<file path="src/rtl/ibuf_ptr_ctl.sv">
// rtl/ibuf_ptr_ctl.sv - read/write pointer and occupancy control for the IFU instruction buffer
module ibuf_ptr_ctl #(
    parameter int DEPTH       = 16,
    parameter int FETCH_BYTES = 4
) (
    input  logic                       clk,
    input  logic                       reset_l,
    input  logic                       flush,
    input  logic                       fetch_valid,
    output logic                       fetch_rdy,
    input  logic [7:0]                 drain_len,
    output logic [DEPTH-1:0]           rd_ptr_oh,
    output logic [$clog2(DEPTH)-1:0]   rd_idx,
    output logic [DEPTH-1:0]           wr_ptr_oh,
    output logic [$clog2(DEPTH+1)-1:0] byte_cnt,
    output logic                       ibuf_empty,
    output logic                       ibuf_full,
    output logic                       drain_err
);

    localparam int IW = $clog2(DEPTH);
    localparam int CW = $clog2(DEPTH + 1);
    localparam logic [CW-1:0]    CNT_MAX = CW'(DEPTH);
    localparam logic [CW-1:0]    RDY_MAX = CW'(DEPTH - FETCH_BYTES);
    localparam logic [CW-1:0]    FB_CNT  = CW'(FETCH_BYTES);
    localparam logic [IW-1:0]    FB_ROT  = IW'(FETCH_BYTES);
    localparam logic [DEPTH-1:0] PTR_RST = DEPTH'(1);

    // Rotate a one-hot pointer left, wrapping around the circular buffer.
    function automatic logic [DEPTH-1:0] rotl(input logic [DEPTH-1:0] x, input logic [IW-1:0] n);
        logic [2*DEPTH-1:0] t;
        t = {x, x} << n;
        return t[2*DEPTH-1:DEPTH];
    endfunction

    logic [2:0]    k;
    logic          drain_ok;
    logic          wr_go;
    logic [CW-1:0] cnt_next;

    always_comb begin
        k = '0;
        for (int i = 1; i < 8; i++) begin
            if (drain_len[i]) k = 3'(i);
        end
    end

    // Length is checked against the registered count only; a same-cycle write cannot fund a drain.
    assign drain_ok   = $onehot(drain_len) && (CW'(k) <= byte_cnt);
    assign fetch_rdy  = (byte_cnt <= RDY_MAX);
    assign wr_go      = fetch_valid && fetch_rdy;
    assign cnt_next   = byte_cnt + (wr_go ? FB_CNT : '0) - (drain_ok ? CW'(k) : '0);
    assign ibuf_empty = (byte_cnt == '0);
    assign ibuf_full  = (byte_cnt == CNT_MAX);

    always_ff @(posedge clk or negedge reset_l) begin
        if (!reset_l) begin
            rd_ptr_oh <= PTR_RST;
            rd_idx    <= '0;
            wr_ptr_oh <= PTR_RST;
            byte_cnt  <= '0;
            drain_err <= 1'b0;
        end else if (flush) begin
            rd_ptr_oh <= PTR_RST;
            rd_idx    <= '0;
            wr_ptr_oh <= PTR_RST;
            byte_cnt  <= '0;
            drain_err <= 1'b0;
        end else begin
            if (wr_go) begin
                wr_ptr_oh <= rotl(wr_ptr_oh, FB_ROT);
            end
            if (drain_ok) begin
                rd_ptr_oh <= rotl(rd_ptr_oh, IW'(k));
                rd_idx    <= rd_idx + IW'(k);
            end
            byte_cnt  <= cnt_next;
            drain_err <= !drain_ok;
        end
    end

endmodule
</file>
<file path="config.mk">
export PLATFORM = sky130hd
export DESIGN_NAME = ibuf_ptr_ctl
export DESIGN_NICKNAME = d
export VERILOG_FILES = /design/src/rtl/ibuf_ptr_ctl.sv
export SDC_FILE = /design/constraint.sdc
export NUM_CORES = 1
export LEC_CHECK = 0
export CORE_AREA = 2 2 81 83
export CTS_CLUSTER_DIAMETER = 120
export DETAILED_ROUTE_END_ITERATION = 10
export DIE_AREA = 0 0 83 85
export GPL_TIMING_DRIVEN = 0
export PLACE_DENSITY = 0.75
export SYNTH_ARGS = -nofsm -noshare
export SYNTH_HDL_FRONTEND = slang
export SYNTH_SLANG_ARGS = --single-unit
</file>
<file path="constraint.sdc">
create_clock -name clk -period 5 [get_ports clk]
set_input_delay 1 -clock clk [delete_from_list [all_inputs] [get_ports clk]]
set_output_delay 1 -clock clk [all_outputs]
set_load 0.005 [all_outputs]
</file>
### Word level (Yosys, flattened, before mapping)

Cells that the tools add are included.
W data, S select, Z words.

| word-level totals | value |
|---|---|
| bits in writable memories | 0 |
| memory bits (read-only) | 0 |
| bits in latches | 0 |
| output and inout bits | 45 |
| bits in registers | 42 |
| logic and storage cells | 43 |
| memories | 0 |

| operators by class | value |
|---|---|
| magnitude comparators | 2 |
| bitwise operators | 0 |
| muxes and demuxes | 17 |
| equal/unequal tests | 2 |
| divide/modulo/power cells | 0 |
| reduce and logical (&&, ||, !) cells | 6 |
| add/subtract/negate cells | 10 |
| shifts and indexed selects | 1 |
| $mul | 0 |

Operators by type and width:

| operator | count |
|---|---|
| $mux W16 | 4 |
| $shl A32 B3 Y32 | 1 |
| $mux W3 | 6 |
| $add A1 B1 Y2 | 4 |
| $mux W4 | 2 |
| $add A2 B2 Y3 | 2 |
| $add A5 B3 Y5 | 1 |
| $eq A5 B5 Y1 const B | 1 |
| $le A3 B5 Y1 | 1 |
| $le A5 B4 Y1 const B | 1 |
| $logic_not A5 Y1 | 1 |
| $mux W5 | 1 |
| $sub A5 B3 Y5 | 1 |
| $add A3 B3 Y4 | 1 |
| $add A4 B3 Y4 | 1 |
| $eq A4 B1 Y1 const B | 1 |
| $mux W2 | 2 |
| $reduce_bool A2 Y1 | 2 |
| $logic_and A1 B1 Y1 | 2 |
| $mux W1 | 2 |
| $logic_not A1 Y1 | 1 |

### Depth between registers and ports, before layout

Gate-level depths: netlist of the first run.

| depth | value |
|---|---|
| depth after elaboration | 12 |
| mapped depth | 20 |

### Worst setup path after synthesis of the first run

OpenSTA, ideal clock, no wires.

| path | value |
|---|---|
| path type | input to register |
| start point | input drain_len[0] |
| end point | register byte_cnt[4] |
| required time | 4.868 ns |
| arrival | 5.035 ns |
| path buffers | 0 |
| setup slack | -0.167 ns |
| stages on the path | 19 |
| path through | inv_1 fa_1 fa_1 fa_1 inv_1 ha_1 inv_1 fa_1 nor2_1 a31oi_1 or3_1 nor2_1 fa_1 inv_1 ha_1 a21o_1 a21oi_1 xnor2_1 nor2_1 |

| between the ends | value |
|---|---|
| longest elaborated chain between the ends | 8 |

Ends and longest elaborated chain:

| element | RTL line | source |
|---|---|---|
| start, declared | 11 | `input logic [7:0] drain_len,` |
| $add A1 B1 Y2 (implied by the code) | 49 | `assign drain_ok = $onehot(drain_len) && (CW'(k) <= byte_cnt);` |
| $add A2 B2 Y3 (implied by the code) | 49 |  |
| $add A3 B3 Y4 (implied by the code) | 49 |  |
| $eq A4 B1 Y1 | 49 |  |
| $logic_and A1 B1 Y1 | 49 |  |
| $mux W3 | 52 | `assign cnt_next = byte_cnt + (wr_go ? FB_CNT : '0) - (drain_ok ? CW'(k) : '0);` |
| $sub A5 B3 Y5 | 52 |  |
| $mux W5 | 63 | `end else if (flush) begin` |
| end signal, assigned | 77 | `byte_cnt <= cnt_next;` |
| end, declared | 15 | `output logic [$clog2(DEPTH+1)-1:0] byte_cnt,` |

Every way passes these cells.
A chain may end at the register's enable or synchronous reset.

### Final worst setup path of the first run

| path | value |
|---|---|
| start point | input drain_len[3] |
| end point | register byte_cnt[4] |

| between the ends | value |
|---|---|
| longest elaborated chain between the ends | 10 |
| elaborated cells on any way between the ends | 14 |
| those cells by class | add/sub: 4; order compare: 1; eq/ne: 1; mux: 7; reduce/logical: 1 |

Ends and longest elaborated chain:

| element | RTL line |
|---|---|
| branches (longest 7 deep; another with $add A3 B3 Y4) | n/a |
| $mux W3 * | 52 |
| $sub A5 B3 Y5 * | 52 |
| $mux W5 * | 63 |

Every way passes the cells marked *.

==> impl_metrics.xml, run 1 <==
<?xml version="1.0" encoding="UTF-8"?>
<metrics>
  <group name="sta">
    <metric name="max_slew_margin" unit="">0.607</metric>
    <metric name="worst_clock_skew" unit="ns">0.00605</metric>
    <metric name="final-setup-viol-count" unit="">1</metric>
    <metric name="finalHoldViolCount" unit="">0</metric>
    <metric name="final-max-slew-violation-count" unit="">0</metric>
    <metric name="tightestPinTransition" unit="ns">0.590</metric>
    <metric name="setup_ws" unit="ns">-0.0188</metric>
    <metric name="final_period_minus_worst_setup_slack" unit="ns">5.02</metric>
    <metric name="rsz0062_at_grt" unit="">true</metric>
    <metric name="timing.hold.ws" unit="ns">0.555</metric>
    <metric name="maxClockFrequency" unit="MHz">199</metric>
    <metric name="fin_crit_sh" unit="">1.00</metric>
  </group>
  <group name="layout">
    <metric name="finish.utilization" unit="">0.623</metric>
    <metric name="drive_gt1_frac" unit="">0.139</metric>
    <metric name="fillCellCount" unit="">537</metric>
    <metric name="multi_input_area" unit="mm²">0.00178</metric>
    <metric name="final_cell_mix" unit="">49 x sky130_fd_sc_hd__clkdlybuf4s50_1, 48 x sky130_fd_sc_hd__nand2_1, 46 x sky130_fd_sc_hd__nor2_1</metric>
    <metric name="nNetsFinal" unit="">451</metric>
    <metric name="syn_to_final_growth" unit="%">29.4</metric>
    <metric name="diodes" unit="">0</metric>
    <metric name="regArea" unit="mm²">0.00105</metric>
    <metric name="leading_cell_type_in_the_layout_fill_and_taps_excluded" unit="">sky130_fd_sc_hd__clkdlybuf4s50_1</metric>
  </group>
  <group name="synth">
    <metric name="yosys.cell_types.count" unit="">47</metric>
    <metric name="synthesis.nets" unit="">383</metric>
    <metric name="post_synth_inst_count" unit="">348</metric>
    <metric name="mappedNetlistArea" unit="mm²">0.00299</metric>
    <metric name="synthFlopType" unit="">sky130_fd_sc_hd__dfrtp_1</metric>
    <metric name="number_of_synthesized_flops_with_an_enable_pin" unit="">0</metric>
    <metric name="netlist.top_cell.by_area" unit="">sky130_fd_sc_hd__dfrtp_1</metric>
    <metric name="post_synth_top_area_share" unit="">0.335</metric>
    <metric name="average_cell_area_after_synthesis" unit="µm²">8.58</metric>
    <metric name="netlist_top_cells_area" unit="">sky130_fd_sc_hd__dfrtp_1 34%, sky130_fd_sc_hd__mux2i_1 7.0%, sky130_fd_sc_hd__ha_1 6.7%, sky130_fd_sc_hd__nand2_1 6.2%, sky130_fd_sc_hd__nor2_1 6.2%</metric>
    <metric name="async_flop_share" unit="">1.00</metric>
    <metric name="synth.yosys.warnings" unit="">0</metric>
    <metric name="yosys_register_bits" unit="">42</metric>
    <metric name="yosysSeqAreaShare" unit="">0.353</metric>
  </group>
  <group name="clock_tree">
    <metric name="cts-htree-levels" unit="">2</metric>
    <metric name="clkSlewWorstSetupHoldPaths" unit="ns">0.08</metric>
    <metric name="cts_tree" unit="">built</metric>
    <metric name="worstSkewPairLatency" unit="ns">0.30</metric>
    <metric name="cts-buffers-inserted" unit="">5</metric>
    <metric name="postCtsHoldBufs" unit="">0</metric>
    <metric name="cts_max_path_buffers" unit="">2</metric>
    <metric name="clockRootBuffer" unit="">sky130_fd_sc_hd__clkbuf_8</metric>
    <metric name="clkSinkCount" unit="">42</metric>
  </group>
  <group name="routing">
    <metric name="wire_per_inst" unit="µm">16.9</metric>
    <metric name="detail_route.first_pass.iterations" unit="">5</metric>
    <metric name="routed_wl" unit="µm">8360</metric>
    <metric name="detail_route.drc_violations" unit="">0</metric>
    <metric name="ant_nets" unit="">0</metric>
    <metric name="vias_per_cell" unit="">5.89</metric>
    <metric name="routed_metal_1_wirelength" unit="µm">3570</metric>
    <metric name="wl_met3" unit="µm">724</metric>
    <metric name="initialDrtViolationCount" unit="">306</metric>
    <metric name="dr_wl_met2" unit="µm">3840</metric>
    <metric name="dr.max_layer_used" unit="">met4</metric>
    <metric name="number_of_vias_in_the_routed_layout" unit="">2908</metric>
  </group>
  <group name="critical_path">
    <metric name="critical_path_class" unit="">in -&gt; reg</metric>
    <metric name="worstSetupStartpointType" unit="">primary input</metric>
    <metric name="critPathMostFrequentCell" unit="">sky130_fd_sc_hd__fa_1</metric>
    <metric name="cp-end-kind" unit="">flip-flop</metric>
    <metric name="critPathArrivalTime" unit="ns">5.19</metric>
    <metric name="crit_chain" unit="">buf_8 &gt; inv_4 &gt; fa_1 &gt; fa_1 &gt; fa_1 &gt; inv_1 &gt; ha_2 &gt; inv_2 &gt; fa_2 &gt; nand2_2 &gt; or3_4 &gt; nor2_4 &gt; fa_1 &gt; inv_1 &gt; ha_1 &gt; a21o_1 &gt; a21oi_2 &gt; xnor2_1 &gt; nor2_1</metric>
    <metric name="timing.critical_path.fanout_max" unit="">3</metric>
    <metric name="worst_path_largest_cell_delay" unit="ns">0.56</metric>
    <metric name="timing.critical_path.slowest_stage_cell" unit="">sky130_fd_sc_hd__fa_1</metric>
    <metric name="worst_ep_required_time" unit="ns">5.17</metric>
  </group>
  <group name="power_and_ir_drop">
    <metric name="power.share.combinational" unit="">0.524</metric>
    <metric name="power_switching" unit="µW">603</metric>
    <metric name="swShare" unit="">0.396</metric>
    <metric name="internal_power" unit="µW">921</metric>
    <metric name="leakagePower" unit="nW">1.68</metric>
    <metric name="power_frac_clock" unit="">0.149</metric>
    <metric name="power.ir.vdd_worst" unit="V">0.000272</metric>
    <metric name="power_density" unit="mW/mm²">394</metric>
    <metric name="power.share.sequential" unit="">0.327</metric>
  </group>
  <group name="floorplanning">
    <metric name="floorplan.initialDensity" unit="">0.481</metric>
    <metric name="die_height" unit="µm">85</metric>
    <metric name="fp.coreArea" unit="mm²">0.00620</metric>
    <metric name="top_level_ports" unit="">57</metric>
    <metric name="num_rows" unit="">29</metric>
    <metric name="die_area" unit="mm²">0.00706</metric>
    <metric name="floorplan.die.width" unit="µm">83</metric>
  </group>
  <group name="placement">
    <metric name="place_hpwl" unit="µm">5980</metric>
    <metric name="place.gp.congestion" unit="">0.938</metric>
    <metric name="buffer_ports.inserted" unit="">53</metric>
  </group>
  <group name="outcome">
    <metric name="violations" unit="">negative setup slack</metric>
    <metric name="run_status" unit="">finished with violations</metric>
  </group>
  <group name="global_routing">
    <metric name="grt_max_degree" unit="">30</metric>
    <metric name="grt.total_usage" unit="">0.245</metric>
    <metric name="via_count_of_the_first_global_routing_pass" unit="">2858</metric>
    <metric name="first_pass_grt_wire_length" unit="µm">14000</metric>
    <metric name="global_route.overflow_total" unit="">0</metric>
    <metric name="antenna_found_initial" unit="">0</metric>
  </group>
  <group name="flow_run">
    <metric name="timing.max_cap.violations" unit="">0</metric>
  </group>
  <group name="worst_hold_path">
    <metric name="worstHoldPathType" unit="">reg -&gt; reg</metric>
  </group>
</metrics>
[worst paths after layout]
| kind | start | end | slack [ns] | depth (start not counted) |
|---|---|---|---|---|
| max | drain_len[3] | byte_cnt[4] | -0.02 | 19 |
| min | rd_idx[0] | rd_idx[0] | 0.55 | 2 |
| max reg2reg | byte_cnt[4] | byte_cnt[4] | 1.80 | 12 |
| min reg2reg | rd_idx[0] | rd_idx[0] | 0.55 | 2 |
| max in group asynchronous | reset_l | wr_ptr_oh[0] | 3.86 | 2 |
| min in group asynchronous | reset_l | wr_ptr_oh[1] | 0.60 | 1 |
[metal layers]
| layer | GRT usage | vias to the layer above |
|---|---|---|
| met4 | 0.0999 | 0 |
| met5 | 0 | - |
| met2 | 0.390 | 154 |
| met3 | 0.0506 | 24 |
| met1 | 0.330 | 1379 |
| li1 | - | 1351 |
[worst max-delay path, delay by kind of cell]
| kind | cells | cell delay (ns) |
|---|---|---|
| and+or+nand+nor | 4 | 0.65 |
| AOI/OAI and AO/OA | 2 | 0.29 |
| adders and majority gates | 7 | 2.81 |
| buffers and inverters | 5 | 0.30 |
| xor gates and xnor gates | 1 | 0.13 |
[sequential cells by signal (all words and copies together), names as in the netlist]
register and count:
byte_cnt 5, drain_err 1, rd_idx 4, rd_ptr_oh 16
wr_ptr_oh 16
[layout make-up]
cell class,count,area share
clock buffers,7,0.0223
multi-input cells,256,0.462
inverters,29,0.0288
flip-flops and latches,42,0.273
well taps,77,0.0249
repair buffers,61,0.155
clock inverters,1,0.00129
plain buffers,21,0.0333
[cells in the mapped netlist (3+ instances only)]
cell type and count:
sky130_fd_sc_hd__inv_1 27, sky130_fd_sc_hd__dfrtp_1 40, sky130_fd_sc_hd__o21ai_0 7, sky130_fd_sc_hd__a21o_1 3, sky130_fd_sc_hd__a21oi_1 13, sky130_fd_sc_hd__nand3_1 3
sky130_fd_sc_hd__fa_1 7, sky130_fd_sc_hd__buf_2 6, sky130_fd_sc_hd__buf_4 3, sky130_fd_sc_hd__nor2_1 49, sky130_fd_sc_hd__clkbuf_1 11, sky130_fd_sc_hd__a211oi_1 7
sky130_fd_sc_hd__nor3_1 15, sky130_fd_sc_hd__o22ai_1 11, sky130_fd_sc_hd__ha_1 16, sky130_fd_sc_hd__nand2_1 49, sky130_fd_sc_hd__nor2b_1 4, sky130_fd_sc_hd__a31oi_1 17
sky130_fd_sc_hd__o221ai_1 3, sky130_fd_sc_hd__mux2i_1 21
[power by group through the flow]
stage | combinational, mW | clock [mW] | sequential, mW
3_3_place_gp | 0.712 | 0 | 0.499
4_1_cts | 0.799 | 0.234 | 0.495
5_1_grt | 0.890 | 0.248 | 0.507
2_1_floorplan | 0.464 | 0 | 0.480
3_5_place_dp | 0.729 | 0 | 0.502
6_report | 0.798 | 0.228 | 0.498
[kinds of logic (layout without fill, tap and decap cells)]
logic type | Yosys count | count (layout) | share of synthesized area
buffers and inverters | 50 | 119 | 0.0691
adder cells (fa/ha/maj) | 23 | 23 | 0.114
flip-flops | 42 | 42 | 0.353
AO/OA/AOI/OAI | 74 | 74 | 0.172
multiplexers | 23 | 23 | 0.0855
XOR/XNOR | 3 | 3 | 0.00880
AND/OR/NAND/NOR | 133 | 133 | 0.198
[through the flow]
step	worst slack, ns	power (mW)	instances	TNS [ns]	area [µm²]
after floorplan	-0.0752	0.944	348	-0.0931	3010
after global placement	-0.974	1.21	478	-6.01	3640
after detailed placement	-0.974	1.23	479	-6.29	3650
after CTS	-0.121	1.53	494	-0.135	3860
after global routing	-0.149	1.65	494	-0.327	3860
final	-0.0188	1.52	494	-0.0188	3860
[timing repair]
action                     4_1_cts  5_1_grt
pin swaps                       17       13
buffers inserted                 7        1
setup endpoints to repair        5        3
gates resized for setup         33        1
Power figures use the tool's default switching activity.
==> run 2: changes to the inputs <==
--- a/config.mk
+++ b/config.mk
@@ -10,7 +10,8 @@
 export DETAILED_ROUTE_END_ITERATION = 10
 export DIE_AREA = 0 0 83 85
 export GPL_TIMING_DRIVEN = 0
-export PLACE_DENSITY = 0.75
+export PLACE_DENSITY = 0.74
+export REMOVE_ABC_BUFFERS = 1
 export SYNTH_ARGS = -nofsm -noshare
 export SYNTH_HDL_FRONTEND = slang
 export SYNTH_SLANG_ARGS = --single-unit
==> run 2 against run 1 <==
Compared with the run above: the flow now finishes without violations; highest routed layer unchanged; sequential cell count is the same; worst hold slack lost 0.039 ns; register-to-register slack lost 0.04 ns.
==> impl_metrics.xml, run 2 (synthesized netlist as in run 1, its figures left out) <==
<?xml version="1.0" encoding="UTF-8"?>
<metrics>
  <group name="power_and_ir_drop">
    <metric name="power_density" unit="mW/mm²">427</metric>
    <metric name="power.share.sequential" unit="">0.305</metric>
    <metric name="leakagePower" unit="nW">1.67</metric>
    <metric name="swShare" unit="">0.387</metric>
    <metric name="power_frac_clock" unit="">0.199</metric>
    <metric name="power.share.combinational" unit="">0.496</metric>
    <metric name="internal_power" unit="mW">1.01</metric>
    <metric name="power.total" unit="mW">1.65</metric>
    <metric name="power.ir.vdd_worst" unit="V">0.000234</metric>
    <metric name="power_switching" unit="µW">638</metric>
  </group>
  <group name="global_routing">
    <metric name="antenna_found_initial" unit="">0</metric>
    <metric name="grt_max_degree" unit="">44</metric>
    <metric name="via_count_of_the_first_global_routing_pass" unit="">2706</metric>
    <metric name="global_route.overflow_total" unit="">0</metric>
    <metric name="grt.total_usage" unit="">0.236</metric>
    <metric name="first_pass_grt_wire_length" unit="µm">13400</metric>
  </group>
  <group name="sta">
    <metric name="timing.setup.tns" unit="ns">0</metric>
    <metric name="worst_clock_skew" unit="ns">0.00910</metric>
    <metric name="timing.hold.ws" unit="ns">0.516</metric>
    <metric name="final-setup-viol-count" unit="">0</metric>
    <metric name="final_period_minus_worst_setup_slack" unit="ns">4.97</metric>
    <metric name="finalHoldViolCount" unit="">0</metric>
    <metric name="max_slew_margin" unit="">0.284</metric>
    <metric name="final-max-slew-violation-count" unit="">0</metric>
    <metric name="rsz0062_at_grt" unit="">true</metric>
    <metric name="tightestPinTransition" unit="ns">1.07</metric>
    <metric name="maxClockFrequency" unit="MHz">201</metric>
    <metric name="fin_crit_sh" unit="">0.994</metric>
  </group>
  <group name="clock_tree">
    <metric name="cts_tree" unit="">built</metric>
    <metric name="cts-htree-levels" unit="">2</metric>
    <metric name="clkSlewWorstSetupHoldPaths" unit="ns">0.09</metric>
    <metric name="worstSkewPairLatency" unit="ns">0.30</metric>
    <metric name="clockRootBuffer" unit="">sky130_fd_sc_hd__clkbuf_8</metric>
    <metric name="cts_max_path_buffers" unit="">2</metric>
    <metric name="clkSinkCount" unit="">42</metric>
    <metric name="cts-buffers-inserted" unit="">5</metric>
  </group>
  <group name="critical_path">
    <metric name="critPathArrivalTime" unit="ns">5.12</metric>
    <metric name="worstSetupStartpointType" unit="">primary input</metric>
    <metric name="regToRegSetupSlack" unit="ns">1.76</metric>
    <metric name="worst_ep_required_time" unit="ns">5.16</metric>
    <metric name="cp-end-kind" unit="">flip-flop</metric>
    <metric name="critical_path_class" unit="">in -&gt; reg</metric>
    <metric name="timing.critical_path.fanout_max" unit="">2</metric>
  </group>
  <group name="routing">
    <metric name="vias_per_cell" unit="">5.99</metric>
    <metric name="routed_wl" unit="µm">8120</metric>
    <metric name="detail_route.drc_violations" unit="">0</metric>
    <metric name="ant_nets" unit="">0</metric>
    <metric name="number_of_vias_in_the_routed_layout" unit="">2882</metric>
    <metric name="initialDrtViolationCount" unit="">159</metric>
    <metric name="detail_route.first_pass.iterations" unit="">7</metric>
    <metric name="wire_per_inst" unit="µm">16.9</metric>
  </group>
  <group name="layout">
    <metric name="layout.cell_area.non_filler" unit="mm²">0.00386</metric>
    <metric name="finish.utilization" unit="">0.622</metric>
    <metric name="nNetsFinal" unit="">438</metric>
    <metric name="final_cell_mix" unit="">48 x sky130_fd_sc_hd__nand2_1, 48 x sky130_fd_sc_hd__clkdlybuf4s50_1, 47 x sky130_fd_sc_hd__nor2_1</metric>
    <metric name="drive_gt1_frac" unit="">0.139</metric>
    <metric name="largest_registers" unit="">rd_ptr_oh: 16 flops, wr_ptr_oh: 16 flops, byte_cnt: 5 flops</metric>
    <metric name="diodes" unit="">0</metric>
    <metric name="syn_to_final_growth" unit="%">29.2</metric>
  </group>
  <group name="floorplanning">
    <metric name="top_level_ports" unit="">57</metric>
    <metric name="die_area" unit="mm²">0.00706</metric>
    <metric name="num_rows" unit="">29</metric>
    <metric name="floorplan.initialDensity" unit="">0.481</metric>
    <metric name="fp.coreArea" unit="mm²">0.00620</metric>
    <metric name="floorplan.die.width" unit="µm">83</metric>
    <metric name="die_height" unit="µm">85</metric>
  </group>
  <group name="flow_run">
    <metric name="timing.max_cap.violations" unit="">0</metric>
  </group>
  <group name="placement">
    <metric name="dpl_cell_area" unit="mm²">0.00356</metric>
    <metric name="buffer_ports.inserted" unit="">56</metric>
    <metric name="place_hpwl" unit="µm">5140</metric>
    <metric name="place.gp.congestion" unit="">0.916</metric>
  </group>
  <group name="worst_hold_path">
    <metric name="worstHoldPathType" unit="">in -&gt; async</metric>
  </group>
  <group name="outcome">
    <metric name="run_status" unit="">finished, final reports clean</metric>
  </group>
</metrics>
[run 2: changes by cell type in the layout (fill, tap and decap cells not counted), sizes merged]
cell / delta
clkdlybuf4s50: -1
clkbuf: -11
dlymetal6s2s: +1
nor3: +1
buf: -6
or3: +1
bufinv: +2
[run 2: repair_timing]
action,in CTS,in global routing
buffers inserted,8,2
gates cloned,2,0
gates resized for setup,35,9
hold buffers,0,0
pin swaps,17,14
endpoints found under the hold margin,0,0
endpoints found under the setup margin,9,3
[run 2: worst max-delay path, stage by stage]
cell and delay, ns:
sky130_fd_sc_hd__buf_8 0.08, sky130_fd_sc_hd__inv_4 0.03, sky130_fd_sc_hd__fa_1 0.54, sky130_fd_sc_hd__fa_1 0.43
sky130_fd_sc_hd__fa_1 0.43, sky130_fd_sc_hd__inv_1 0.07, sky130_fd_sc_hd__ha_2 0.18, sky130_fd_sc_hd__inv_2 0.04
sky130_fd_sc_hd__fa_2 0.35, sky130_fd_sc_hd__nor2_4 0.11, sky130_fd_sc_hd__a31oi_4 0.09, sky130_fd_sc_hd__or3_4 0.40
sky130_fd_sc_hd__nor2_4 0.15, sky130_fd_sc_hd__fa_1 0.46, sky130_fd_sc_hd__inv_1 0.08, sky130_fd_sc_hd__ha_1 0.23
sky130_fd_sc_hd__a21o_1 0.17, sky130_fd_sc_hd__a21oi_2 0.14, sky130_fd_sc_hd__xnor2_1 0.12, sky130_fd_sc_hd__nor2_1 0.05
[run 2: path summary, 6_finish.rpt]
path	startpoint	cells after the start	end
min in group clk	rd_idx[2]	2	rd_idx[2]
worst min-delay path	reset_l	1	byte_cnt[1]
worst max register to register	byte_cnt[4]	11	byte_cnt[4]
worst max-delay path	drain_len[1]	20	byte_cnt[4]
worst min register to register	rd_idx[2]	2	rd_idx[2]
max in group asynchronous	reset_l	2	rd_ptr_oh[0]
[run 2: power by group through the flow]
stage	combinational [mW]	clock, mW	sequential (mW)
2_1_floorplan	0.432	0	0.480
3_3_place_gp	0.675	0	0.503
3_5_place_dp	0.707	0	0.503
4_1_cts	0.795	0.332	0.499
5_1_grt	0.910	0.345	0.512
6_report	0.817	0.328	0.503
[run 2: layout make-up]
type / instances / area (µm²)
clock buffer: 5 / 68.8
clock inverter: 3 / 68.8
fill: 541 / 2350
inverter: 29 / 111
multi-input combinational: 258 / 1810
sequential: 42 / 1050
tap: 77 / 96.3
timing repair buffer: 67 / 649
[run 2: routing by layer]
metal / wire length, µm / global-route usage / vias to the layer above / part of all wire
met5: 0 / 0 / - / 0
met3: 683 / 0.0516 / 35 / 0.084
met1: 3460 / 0.315 / 1354 / 0.43
li1: - / - / 1326 / -
met4: 384 / 0.116 / 0 / 0.047
met2: 3590 / 0.364 / 167 / 0.44
[run 2: stage by stage]
step / setup WS [ns] / cells
2_1_floorplan: -0.436 / 327
3_3_place_gp: -1.49 / 460
3_5_place_dp: -1.59 / 461
4_1_cts: -0.0595 / 479
5_1_grt: -0.153 / 481
6_report: 0.0319 / 481
==> run 3: changes to the inputs <==
--- a/config.mk
+++ b/config.mk
@@ -5,12 +5,12 @@
 export SDC_FILE = /design/constraint.sdc
 export NUM_CORES = 1
 export LEC_CHECK = 0
-export CORE_AREA = 2 2 81 83
+export CORE_AREA = 2 2 93 72
 export CTS_CLUSTER_DIAMETER = 120
 export DETAILED_ROUTE_END_ITERATION = 10
-export DIE_AREA = 0 0 83 85
+export DIE_AREA = 0 0 95 74
 export GPL_TIMING_DRIVEN = 0
-export PLACE_DENSITY = 0.74
+export PLACE_DENSITY = 0.75
 export REMOVE_ABC_BUFFERS = 1
 export SYNTH_ARGS = -nofsm -noshare
 export SYNTH_HDL_FRONTEND = slang
==> run 3 against run 2 <==
Compared with the run above: clock-buffer cell count increased by 1; clock power down 16%; sequential share of layout area about the same; die area down 0.35%; final cell count increased by 0.62%; highest routed layer unchanged.
==> impl_metrics.xml, run 3 (synthesized netlist as in run 1, its figures left out) <==
<?xml version="1.0" encoding="UTF-8"?>
<metrics>
  <group name="outcome">
    <metric name="run_status" unit="">finished, final reports clean</metric>
  </group>
  <group name="sta">
    <metric name="max_slew_margin" unit="">0.248</metric>
    <metric name="rsz0062_at_grt" unit="">true</metric>
    <metric name="final_period_minus_worst_setup_slack" unit="ns">5.00</metric>
    <metric name="finalHoldViolCount" unit="">0</metric>
    <metric name="fin_crit_sh" unit="">1.00</metric>
    <metric name="final-max-slew-violation-count" unit="">0</metric>
    <metric name="worst_clock_skew" unit="ns">0.0193</metric>
    <metric name="tightestPinTransition" unit="ns">1.12</metric>
    <metric name="final-setup-viol-count" unit="">0</metric>
    <metric name="setup_ws" unit="ns">0.000793</metric>
    <metric name="maxClockFrequency" unit="MHz">200</metric>
  </group>
  <group name="layout">
    <metric name="drive_gt1_frac" unit="">0.146</metric>
    <metric name="layout.cell_area.non_filler" unit="mm²">0.00385</metric>
    <metric name="final_cell_mix" unit="">48 x sky130_fd_sc_hd__nand2_1, 48 x sky130_fd_sc_hd__clkdlybuf4s50_1, 47 x sky130_fd_sc_hd__nor2_1</metric>
    <metric name="syn_to_final_growth" unit="%">29.1</metric>
    <metric name="diodes" unit="">0</metric>
    <metric name="nNetsFinal" unit="">437</metric>
    <metric name="final_cell_count_no_fill" unit="">484</metric>
    <metric name="largest_registers" unit="">rd_ptr_oh: 16 flops, wr_ptr_oh: 16 flops, byte_cnt: 5 flops</metric>
    <metric name="fillCellCount" unit="">533</metric>
  </group>
  <group name="critical_path">
    <metric name="kind_of_cell_adding_the_most_delay_to_the_critical_path" unit="">adder cells</metric>
    <metric name="critPathMostFrequentCell" unit="">sky130_fd_sc_hd__fa_1</metric>
    <metric name="timing.critical_path.fanout_max" unit="">2</metric>
    <metric name="critPathArrivalTime" unit="ns">5.16</metric>
    <metric name="cp_num_buf_inv" unit="">5</metric>
    <metric name="timing.critical_path.slowest_stage_cell" unit="">sky130_fd_sc_hd__fa_2</metric>
    <metric name="timing.reg2reg.worst_path_depth" unit="">14</metric>
    <metric name="worst_path_largest_cell_delay" unit="ns">0.56</metric>
    <metric name="crit_chain" unit="">buf_6 &gt; inv_4 &gt; fa_1 &gt; fa_1 &gt; fa_1 &gt; inv_2 &gt; ha_4 &gt; inv_2 &gt; fa_2 &gt; nand2_2 &gt; or3_4 &gt; nor2_4 &gt; fa_1 &gt; inv_2 &gt; ha_4 &gt; a21o_1 &gt; a21oi_2 &gt; xnor2_1 &gt; nor2_1</metric>
    <metric name="cp-end-kind" unit="">flip-flop</metric>
    <metric name="worst_ep_required_time" unit="ns">5.16</metric>
    <metric name="path_depth" unit="">19</metric>
    <metric name="worstSetupStartpointType" unit="">primary input</metric>
    <metric name="critical_path_class" unit="">in -&gt; reg</metric>
  </group>
  <group name="worst_hold_path">
    <metric name="worstHoldPathType" unit="">in -&gt; async</metric>
  </group>
  <group name="routing">
    <metric name="routed_wl" unit="µm">8160</metric>
    <metric name="initialDrtViolationCount" unit="">241</metric>
    <metric name="detail_route.first_pass.iterations" unit="">6</metric>
    <metric name="vias_per_cell" unit="">5.80</metric>
    <metric name="wire_per_inst" unit="µm">16.9</metric>
    <metric name="ant_nets" unit="">0</metric>
    <metric name="detail_route.drc_violations" unit="">0</metric>
    <metric name="number_of_vias_in_the_routed_layout" unit="">2805</metric>
  </group>
  <group name="clock_tree">
    <metric name="cts-buffers-inserted" unit="">5</metric>
    <metric name="clkSlewWorstSetupHoldPaths" unit="ns">0.10</metric>
    <metric name="cts-htree-levels" unit="">2</metric>
    <metric name="clkSinkCount" unit="">42</metric>
    <metric name="cts_max_path_buffers" unit="">2</metric>
    <metric name="clockRootBuffer" unit="">sky130_fd_sc_hd__clkbuf_8</metric>
    <metric name="postCtsHoldBufs" unit="">0</metric>
    <metric name="cts_tree" unit="">built</metric>
    <metric name="worstSkewPairLatency" unit="ns">0.31</metric>
  </group>
  <group name="floorplanning">
    <metric name="floorplan.die.width" unit="µm">95</metric>
    <metric name="die_height" unit="µm">74</metric>
    <metric name="fp.coreArea" unit="mm²">0.00616</metric>
    <metric name="top_level_ports" unit="">57</metric>
    <metric name="num_rows" unit="">25</metric>
    <metric name="floorplan.initialDensity" unit="">0.485</metric>
    <metric name="die_area" unit="mm²">0.00703</metric>
  </group>
  <group name="global_routing">
    <metric name="via_count_of_the_first_global_routing_pass" unit="">2684</metric>
    <metric name="global_route.overflow_total" unit="">0</metric>
    <metric name="grt.total_usage" unit="">0.243</metric>
    <metric name="antenna_found_initial" unit="">0</metric>
    <metric name="first_pass_grt_wire_length" unit="µm">13500</metric>
    <metric name="grt_max_degree" unit="">44</metric>
  </group>
  <group name="power_and_ir_drop">
    <metric name="power.total" unit="mW">1.63</metric>
    <metric name="power_density" unit="mW/mm²">423</metric>
    <metric name="internal_power" unit="µW">979</metric>
    <metric name="power_frac_clock" unit="">0.169</metric>
    <metric name="swShare" unit="">0.400</metric>
    <metric name="power.ir.vdd_worst" unit="V">0.000300</metric>
    <metric name="power.share.combinational" unit="">0.524</metric>
    <metric name="leakagePower" unit="nW">1.65</metric>
    <metric name="power_switching" unit="µW">651</metric>
    <metric name="power.share.sequential" unit="">0.306</metric>
  </group>
  <group name="placement">
    <metric name="buffer_ports.inserted" unit="">56</metric>
    <metric name="dpl.cell_count" unit="">465</metric>
    <metric name="place.gp.congestion" unit="">0.878</metric>
    <metric name="place_worst_setup_slack" unit="ns">-1.58</metric>
    <metric name="place_hpwl" unit="µm">5290</metric>
    <metric name="dpl_cell_area" unit="mm²">0.00357</metric>
  </group>
  <group name="flow_run">
    <metric name="timing.max_cap.violations" unit="">0</metric>
  </group>
</metrics>
[run 3: changes by cell type in the layout (fill, tap and decap cells not counted), sizes merged]
cell,previous run,this run
buf,16,15
bufinv,2,1
clkbuf,7,8
clkinv,1,0
clkinvlp,0,1
[run 3: cell type report]
class                           count  area [µm²]  share of cell area
Clock buffer                        6        72.6              0.0188
Inverter                           29         111              0.0289
Tap cell                           81         101              0.0263
Sequential cell                    42        1050               0.273
Clock inverter                      2        37.5             0.00974
Multi-Input combinational cell    258        1830               0.474
Timing Repair Buffer               66         651               0.169
[run 3: power groups by stage]
stage | clock [mW] | combinational, mW | sequential (mW)
floorplan | 0 | 0.432 | 0.480
global placement | 0 | 0.679 | 0.500
detailed placement | 0 | 0.714 | 0.501
CTS | 0.275 | 0.832 | 0.494
global route | 0.290 | 0.954 | 0.508
finish | 0.276 | 0.855 | 0.500
[run 3: layer usage]
metal / GRT usage / share of wire / up-vias
met5: 0 / 0 / -
met4: 0.0725 / 0.012 / 0
met3: 0.0344 / 0.064 / 11
met2: 0.394 / 0.48 / 104
met1: 0.344 / 0.45 / 1364
li1: - / - / 1326
[run 3: per-stage QoR]
step / hold WS (ns) / util / setup TNS [ns]
6_report: 0.464 / 0.626 / 0
3_5_place_dp: 0.541 / 0.579 / -9.52
3_3_place_gp: 0.525 / 0.576 / -15.18
4_1_cts: 0.471 / 0.623 / -0.106
2_1_floorplan: 0.530 / - / -1.00
5_1_grt: 0.463 / 0.626 / -0.239
[run 3: what timing repair did]
item / in CTS / in global routing
pin swaps: 19 / 4
resized for setup: 39 / 9
gates cloned: 2 / 0
buffers inserted: 9 / 1
setup endpoints to repair: 7 / 4
hold endpoints to repair: 0 / 0
[run 3: path summary, 6_finish.rpt]
kind / endpoint / slack, ns / startpoint
worst max-delay path: byte_cnt[4] / 0.0008 / drain_len[0]
worst min-delay path: wr_ptr_oh[14] / 0.46 / reset_l
worst max register to register: byte_cnt[4] / 1.77 / byte_cnt[1]
worst min register to register: wr_ptr_oh[15] / 0.55 / wr_ptr_oh[11]
max in group asynchronous: wr_ptr_oh[0] / 4.06 / reset_l
min in group clk: wr_ptr_oh[15] / 0.55 / wr_ptr_oh[11]
